===== config.mk =====
export PLATFORM = sky130hd
export DESIGN_NAME = config_frame_loader
export DESIGN_NICKNAME = d
export VERILOG_FILES = /design/src/rtl/config_frame_pkg.sv /design/src/rtl/config_frame_loader.sv
export SDC_FILE = /design/constraint.sdc
export NUM_CORES = 1
export LEC_CHECK = 0
export BUFFER_PORTS_ARGS = -buffer_cell sky130_fd_sc_hd__buf_2
export CORE_ASPECT_RATIO = 0.9
export CORE_MARGIN = 3
export CORE_UTILIZATION = 53
export DETAILED_ROUTE_END_ITERATION = 6
export PLACE_DENSITY = 0.79
export SLEW_MARGIN = 30
export SYNTH_ARGS = -nofsm -noshare
export SYNTH_HDL_FRONTEND = slang
export SYNTH_SLANG_ARGS = --single-unit
export TNS_END_PERCENT = 50

===== constraint.sdc =====
create_clock -name CLK -period 2.5 [get_ports CLK]
set_clock_uncertainty 0.05 [all_clocks]
set_input_delay 0.375 -clock CLK [delete_from_list [all_inputs] [get_ports CLK]]
set_output_delay 0.375 -clock CLK [all_outputs]
set_load 0.1 [all_outputs]

===== src/rtl/config_frame_pkg.sv =====
// rtl/config_frame_pkg.sv - shared constants, state enum and header check for the frame loader
package config_frame_pkg;

    localparam int DefaultFrameBits = 32;
    localparam int DefaultMaxFrames = 20;
    localparam int FrameIdxWidth    = $clog2(DefaultMaxFrames);

    localparam logic [15:0] SyncWord = 16'hFAB0;

    localparam int SyncHi  = 31;
    localparam int SyncLo  = 16;
    localparam int CountHi = 15;
    localparam int CountLo = 8;
    localparam int StartHi = 7;
    localparam int StartLo = 0;

    typedef enum logic [2:0] {
        HDR,
        DATA_WAIT,
        SETUP,
        STROBE,
        HOLD
    } LoaderState;

    // The end index is formed at 9 bits so start+count cannot wrap past the limit.
    function automatic logic headerValid(input logic [31:0] word, input int maxFrames);
        logic [8:0] endIdx;
        endIdx = {1'b0, word[CountHi:CountLo]} + {1'b0, word[StartHi:StartLo]};
        return (word[SyncHi:SyncLo] == SyncWord)
            && (word[CountHi:CountLo] != 8'd0)
            && (endIdx <= 9'(maxFrames));
    endfunction

endpackage


===== src/rtl/config_frame_loader.sv =====
// rtl/config_frame_loader.sv - header-decoded word stream to one-hot frame-latch strobes
module config_frame_loader
    import config_frame_pkg::*;
#(
    parameter int FrameBitsPerRow = DefaultFrameBits,
    parameter int MaxFramesPerCol = DefaultMaxFrames
) (
    input  logic                       CLK,
    input  logic                       RST,
    input  logic [FrameBitsPerRow-1:0] InData,
    input  logic                       InValid,
    output logic                       InReady,
    output logic [FrameBitsPerRow-1:0] FrameData,
    output logic [MaxFramesPerCol-1:0] FrameStrobe,
    output logic                       Busy,
    output logic                       Done,
    output logic                       ErrorFlag
);

    LoaderState state;
    LoaderState nextState;

    logic [FrameIdxWidth-1:0]   idx;
    logic [7:0]                 remaining;
    logic                       readyState;
    logic                       accept;
    logic                       hdrOk;
    logic [MaxFramesPerCol-1:0] strobeOneHot;

    assign hdrOk        = headerValid(InData, MaxFramesPerCol);
    assign InReady      = readyState & ~RST;
    assign accept       = InReady & InValid;
    assign Busy         = (state != HDR);
    assign strobeOneHot = MaxFramesPerCol'(1) << idx;

    always_ff @(posedge CLK or posedge RST) begin
        if (RST) begin
            state <= HDR;
        end else begin
            state <= nextState;
        end
    end

    always_comb begin
        nextState  = state;
        readyState = 1'b0;
        case (state)
            HDR: begin
                readyState = 1'b1;
                if (accept && hdrOk) begin
                    nextState = DATA_WAIT;
                end
            end
            DATA_WAIT: begin
                readyState = 1'b1;
                if (accept) begin
                    nextState = SETUP;
                end
            end
            SETUP:   nextState = STROBE;
            STROBE:  nextState = HOLD;
            HOLD:    nextState = (remaining == 8'd1) ? HDR : DATA_WAIT;
            default: nextState = HDR;
        endcase
    end

    // Strobe is loaded while in SETUP so it is high exactly for the STROBE cycle,
    // with FrameData already settled one full cycle earlier.
    always_ff @(posedge CLK or posedge RST) begin
        if (RST) begin
            FrameData   <= '0;
            FrameStrobe <= '0;
            idx         <= '0;
            remaining   <= '0;
            Done        <= 1'b0;
            ErrorFlag   <= 1'b0;
        end else begin
            Done        <= 1'b0;
            FrameStrobe <= '0;
            case (state)
                HDR: begin
                    if (accept) begin
                        if (hdrOk) begin
                            idx       <= InData[StartLo +: FrameIdxWidth];
                            remaining <= InData[CountHi:CountLo];
                            ErrorFlag <= 1'b0;
                        end else begin
                            ErrorFlag <= 1'b1;
                        end
                    end
                end
                DATA_WAIT: begin
                    if (accept) begin
                        FrameData <= InData;
                    end
                end
                SETUP: begin
                    FrameStrobe <= strobeOneHot;
                end
                HOLD: begin
                    remaining <= remaining - 8'd1;
                    idx       <= idx + FrameIdxWidth'(1);
                    if (remaining == 8'd1) begin
                        Done <= 1'b1;
                    end
                end
                default: ;
            endcase
        end
    end

endmodule


==> results of run 1 <==
==> timing repair <==
item | 4_1_cts | 5_1_grt
gates resized for setup | 0 | 7
hold buffers | 0 | 0
endpoints found under the setup margin | 0 | 12
==> registers in the layout (all words and copies together), names as in the netlist <==
signal       count
remaining        8
state            3
Done             1
FrameStrobe     20
ErrorFlag        1
FrameData       32
idx              5
==> final timing paths <==
check / startpoint / end / slack [ns] / cells past startpoint
max reg2reg: state[1]$_DFFE_PP0P_ / remaining[6]$_DFFE_PP0P_ / 0.25 / 5
min: InData[23] / FrameData[23]$_DFFE_PP0P_ / 0.23 / 2
min reg2reg: FrameData[21]$_DFFE_PP0P_ / FrameData[21]$_DFFE_PP0P_ / 0.45 / 1
min in group asynchronous: RST / FrameStrobe[2]$_DFF_PP0_ / 0.30 / 3
max in group asynchronous: RST / FrameData[26]$_DFFE_PP0P_ / 1.54 / 3
max: InData[8] / remaining[4]$_DFFE_PP0P_ / 0.07 / 9
==> cell families after synthesis <==
kind of cell | count (synthesis) | share of synthesized area (%)
flip-flops | 70 | 47.1
buffers and inverters | 26 | 2.90
AO/OA/AOI/OAI | 73 | 13.7
AND/OR/NAND/NOR | 125 | 19.2
XOR/XNOR | 3 | 0.707
multiplexers | 35 | 10.5
adder cells (fa/ha/maj) | 17 | 5.93
==> metrics by stage <==
stage	area, um^2	setup WS [ns]	power (uW)	util [%]
finish	4800	0.0706	6660	71.7
global route	4800	-0.0246	6960	71.7
CTS	4770	0.0475	6630	71.2
detailed placement	4580	-0.308	5770	68.5
global placement	4580	-0.209	5680	68.5
floorplan	3760	0.0274	4930	-
==> routing by layer <==
layer,wire (um),global-route usage (%),share of wire [%],vias up
met5,0,0,0,-
met4,154,6.56,1.5,0
met3,1030,7.98,10,27
met2,4760,41.0,47,201
met1,4200,35.6,41,1624
li1,-,-,-,1559
==> power breakdown <==
part	internal, uW	leakage, uW	total, uW	switching (uW)
Clock	389	0.0000849	846	457
Combinational	938	0.00141	4010	3070
Sequential	1500	0.000870	1800	301
==> final cells by class <==
cell class,instances,area [um^2]
fill,485,1900
sequential,70,1750
clock buffer,10,138
tap,90,113
multi-input combinational,253,1920
timing repair buffer,134,781
inverter,13,48.8
clock inverter,6,45.0
==> cell usage after synthesis, types with 2 or more instances <==
library cell	instances
a211oi_1	8
o211ai_1	2
mux2i_1	4
nor2b_1	6
nor3_1	6
xor2_1	2
nor2_1	21
nor3b_1	2
buf_2	2
nand2b_1	6
o21ai_0	16
nor4_1	10
nor4b_1	2
nand3_1	7
mux2_2	31
a311o_1	5
or3_1	2
nand4_1	8
a21o_1	3
nor4bb_1	3
a21oi_1	20
and3_1	14
and2_1	8
o311a_1	3
clkbuf_1	10
ha_1	16
dfrtp_1	70
and4_1	2
inv_1	13
o41ai_1	2
nand2_1	23
o221ai_1	2
==> impl_results.md, run 1 <==
* Endpoint type of the worst setup path: register
* Effective utilization at floorplan at 55.5%
* Setup TNS after final layout at 0 ns
* Main flop type after synthesis: dfrtp_1
* Root buffer selected by CTS: clkbuf_8
* Max-slew violation count at 0
* Largest vdd supply drop at 1.07 mV
* Area growth from synthesis to final layout at 29.1%
* Number of antenna violations at the first check in global routing at 0
* Fraction of layout cells with a size suffix above 1 at 41.2%
* Hold violation count in the final report at 0
* Buffer count from post-CTS setup fixing at 0
* Worst stage delay on the critical path at 0.50 ns
* Maximum clock rate at 412 MHz
* Run status: completed
* Final period util at 97.2%
* Via total after detailed routing at 3411
* Proportion of synthesized chip area in sequential cells at 47.1%
* Via count of the first global-routing pass at 3301
* Pre-Repair DR Iteration Count at 5
* Total number of nets in the final design at 533
* Cells along the critical path: buf_2, ha_2, fa_2, a211oi_4, nor2_2, xnor2_2, a2111oi_4, a211oi_2, a311o_1
* Critical path required time at 2.69 ns
* Top-area cell type share of the netlist area at 47.1%
* Clock sink count at 70
* Most common cell after layout, fill and taps aside: buf_2
* Latest clock arrival within the worst-skew pair at 0.35 ns
* Slew margin rel. at 42.8%
* Initial detailed-routing violation count at 403
* Slew at the pin with the worst max-slew slack at 0.858 ns
* Total of warnings raised by yosys at 0
* Launching element type of the critical path: input port
* Mean instance size in the synthesized netlist at 10.6 um^2
* Min-delay worst type: in2reg
* Leakage power total at 0.00237 uW
* Maximum fanout count along the critical path at 4
* Register bit total from synthesis at 70
* Total congestion overflow at 0
* Post-synthesis instance area at 3720 um^2
* Most frequent cells in the layout: 90 x buf_2, 70 x dfrtp_1, 44 x buf_4
* Async set or reset register ratio after synthesis at 100%
* HPWL after detailed placement at 7510 um
* Die width at 94.3 um
* GP Congestion at 0.937
* CTS tree: built
* Vias per cell at 5.92
* Filler-free cell count of the finished design at 576
* Distinct cell type count of the synthesized netlist at 52
* Ports placed on the boundary at 91
* Total routed wirelength at 10100 um
* Combined global-route utilization of all metal layers at 26.1%
* Antenna Cells at 0
* Synthesized Nets at 401
* Largest net degree at the start of global routing at 71
* Kind of cell with the highest combined delay on the critical path: compound AO/OA/AOI/OAI gates
* Core Region at 6690 um^2
* Number of instances in the synthesized netlist at 349
* Final setup violation count at 0
* Number of buffers inserted by port buffering at 90
* Area contributors post-synth: dfrtp_1 47%, mux2_2 9.4%, ha_1 5.4%
* Post-route antenna net violation count at 0
* Overall die area at 8050 um^2
* Routed length per placed instance at 17.6 um
* First-pass GRT wire length at 16300 um
* Maximum capacitance violations at 0
* Power density over cell area at 1390 nW/um^2
* Arr. time, crit path at 2.62 ns
* Number of buffers inserted during clock tree synthesis at 9
* Post-route DRC violation count at 0
* Critical-path top delay cell: a2111oi_4
* Crit path buf inv count at 1
* Final hold slack at 0.227 ns
* Std-Cell Rows at 28
* WS Path Type: in2reg
* Worst-path clk slew at 0.08 ns
* Cell count after placement at 560
* Cell type with the highest aggregate area in the netlist: dfrtp_1
* Time the final worst path needs with I/O delays and setup at 2.43 ns
* Clock Tree Buf Depth at 2
* H-tree levels at 3
* Die Y at 85.4 um
* Number of enable-type register cells in the synthesized netlist at 0
Power figures use the tool's default switching activity.
==> run 2, diff against run 1 <==
--- a/config.mk
+++ b/config.mk
@@ -10,7 +10,7 @@
 export CORE_MARGIN = 3
 export CORE_UTILIZATION = 53
 export DETAILED_ROUTE_END_ITERATION = 6
-export PLACE_DENSITY = 0.79
+export PLACE_DENSITY_LB_ADDON = 0.1
 export SLEW_MARGIN = 30
 export SYNTH_ARGS = -nofsm -noshare
 export SYNTH_HDL_FRONTEND = slang
==> run 2 against run 1 <==
Via count fell by 3.4%. Power rose by 2.2%. Sequential share of layout area fell by 0.28 points. Maximum frequency rose by 3.4%. Critical path depth rose by 1. Largest power group unchanged. Core utilization rose by 0.56 points. Sequential power barely moved. Non-clock buffer count rose by 1. Clock power rose by 23%.
==> impl_results.md, run 2 (synthesis gave the netlist of run 1 again) <==
* Clock Tree Buf Depth at 2 (unchanged)
* Largest reg by FF count: FrameData (unchanged)
* Power density over cell area at 1410 nW/um^2 (was 1390 nW/um^2)
* CTS tree: built (unchanged)
* Hold violation count in the final report at 0 (unchanged)
* Post-route antenna net violation count at 0 (unchanged)
* Power Total at 6800 uW (was 6660 uW)
* Fin util at 72.2% (was 71.7%)
* Overall die area at 8050 um^2 (unchanged)
* Area growth from synthesis to final layout at 30.1% (was 29.1%)
* Total routed wirelength at 9710 um (was 10100 um)
* Maximum clock rate at 426 MHz (was 412 MHz)
* Time the final worst path needs with I/O delays and setup at 2.35 ns (was 2.43 ns)
* Leakage power total at 0.00240 uW (was 0.00237 uW)
* Routed length on met2 at 4290 um (was 4760 um)
* Clock sink count at 70 (unchanged)
* Pre-Repair DR Iteration Count at 4 (was 5)
* HPWL after detailed placement at 7490 um (was 7510 um)
* Effective utilization at floorplan at 55.5% (unchanged)
* Total number of nets in the final design at 534 (was 533)
* Worst Hold Depth at 2 (unchanged)
* Latest clock arrival within the worst-skew pair at 0.35 ns (about the same)
* Largest vdd supply drop at 1.02 mV (was 1.07 mV)
* Antenna Cells at 0 (unchanged)
* Number of antenna violations at the first check in global routing at 0 (unchanged)
* Slew margin rel. at 61.9% (was 42.8%)
* Number of buffers inserted by port buffering at 90 (unchanged)
* Max-slew violation count at 0 (unchanged)
* Sum of routed wire segments on met1 at 4380 um (was 4200 um)
* Maximum fanout count along the critical path at 4 (unchanged)
* Run status: completed (unchanged)
* Die Y at 85.4 um (unchanged)
* Setup TNS after final layout at 0 ns (unchanged)
* Number of buffers inserted during clock tree synthesis at 9 (unchanged)
* Combined global-route utilization of all metal layers at 25.7% (was 26.1%)
* Endpoint type of the worst setup path: register (unchanged)
* Die width at 94.3 um (unchanged)
* Worst-path clk slew at 0.08 ns (about the same)
* Via count of the first global-routing pass at 3304 (was 3301)
* First-pass GRT wire length at 16100 um (was 16300 um)
* Worst Reg-to-Reg Cells at 6 (was 5)
* Highest routing layer actually used: met4 (unchanged)
* Routed length per placed instance at 16.8 um (was 17.6 um)
* Slew at the pin with the worst max-slew slack at 0.567 ns (was 0.858 ns)
* Core Region at 6690 um^2 (unchanged)
* Ports placed on the boundary at 91 (unchanged)
* Post-route DRC violation count at 0 (unchanged)
* Launching element type of the critical path: input port (unchanged)
* Number of flip-flops in the largest register at 32 (unchanged)
* Std-Cell Rows at 28 (unchanged)
* Registers with the most flip-flops: FrameData: 32 flops, FrameStrobe: 20 flops, remaining: 8 flops (unchanged)
* H-tree levels at 3 (unchanged)
* Fraction of layout cells with a size suffix above 1 at 40.2% (was 41.2%)
* WS Path Type: in2reg (unchanged)
* Maximum capacitance violations at 0 (unchanged)
* Filler Cells Inserted at 536 (was 485)
* Final period util at 94.0% (was 97.2%)
* Largest net degree at the start of global routing at 35 (was 71)
* Vias per cell at 5.71 (was 5.92)
* Final setup violation count at 0 (unchanged)
* Total met3 wirelength after detailed routing at 811 um (was 1030 um)
* Critical path required time at 2.68 ns (was 2.69 ns)
* Root buffer selected by CTS: clkbuf_8 (unchanged)
* Total congestion overflow at 0 (unchanged)
* Arr. time, crit path at 2.53 ns (was 2.62 ns)
* Most common cell after layout, fill and taps aside: buf_2 (unchanged)
* Initial detailed-routing violation count at 223 (was 403)
* Min-delay worst type: in2reg (unchanged)
* GP Congestion at 0.919 (was 0.937)
* Via total after detailed routing at 3296 (was 3411)
* Most frequent cells in the layout: 90 x buf_2, 70 x dfrtp_1, 44 x buf_4 (unchanged)
-- run 2: per-stage QoR --
step                setup WS (ns)  hold WS (ns)  area [um^2]  instances
floorplan                  0.0274         0.476         3760        349
global placement           -0.204         0.345         4580        560
detailed placement         -0.251         0.354         4580        560
CTS                         0.121         0.214         4820        577
global route            -0.000186         0.221         4830        577
finish                      0.150         0.220         4830        577
-- run 2: critical path, stage by stage --
cell      delay, ns
buf_2          0.12
ha_2           0.20
fa_2           0.38
a211oi_2       0.25
o21ai_1        0.12
mux2i_1        0.17
buf_4          0.16
nor3_2         0.15
nand3_1        0.21
a311o_1        0.40
-- run 2: worst paths after layout --
path	from	end	slack (ns)
worst max-delay path	InData[0]	remaining[3]$_DFFE_PP0P_	0.15
worst min-delay path	InData[26]	FrameData[26]$_DFFE_PP0P_	0.22
worst max register to register	state[1]$_DFFE_PP0P_	remaining[4]$_DFFE_PP0P_	0.34
worst min register to register	FrameData[13]$_DFFE_PP0P_	FrameData[13]$_DFFE_PP0P_	0.45
max in group asynchronous	RST	FrameStrobe[7]$_DFF_PP0_	1.16
min in group asynchronous	RST	FrameData[23]$_DFFE_PP0P_	0.54
-- run 2: per-layer routing --
| layer | track usage, % | up-vias |
|---|---|---|
| li1 | - | 1565 |
| met1 | 36.3 | 1577 |
| met2 | 38.8 | 139 |
| met3 | 7.00 | 15 |
| met4 | 7.61 | 0 |
| met5 | 0 | - |
-- run 2: cell type report --
cell class	count	area [um^2]	area share, %
sequential	70	1750	36.2
tap	90	113	2.33
inverter	13	48.8	1.01
clock buffer	9	124	2.56
multi-input combinational	253	1900	39.3
clock inverter	7	104	2.15
timing repair buffer	135	791	16.4
-- run 2: where the power goes --
| group | internal [uW] | switching (uW) |
|---|---|---|
| clock | 574 | 467 |
| sequential | 1500 | 281 |
| combinational | 929 | 3050 |
-- run 2: repair_timing --
item / in CTS / in global routing
setup endpoints to repair: 0 / 4
setup buffers: 0 / 0
endpoints found under the hold margin: 13 / 0
hold buffers: 1 / 0
resized for setup: 0 / 2
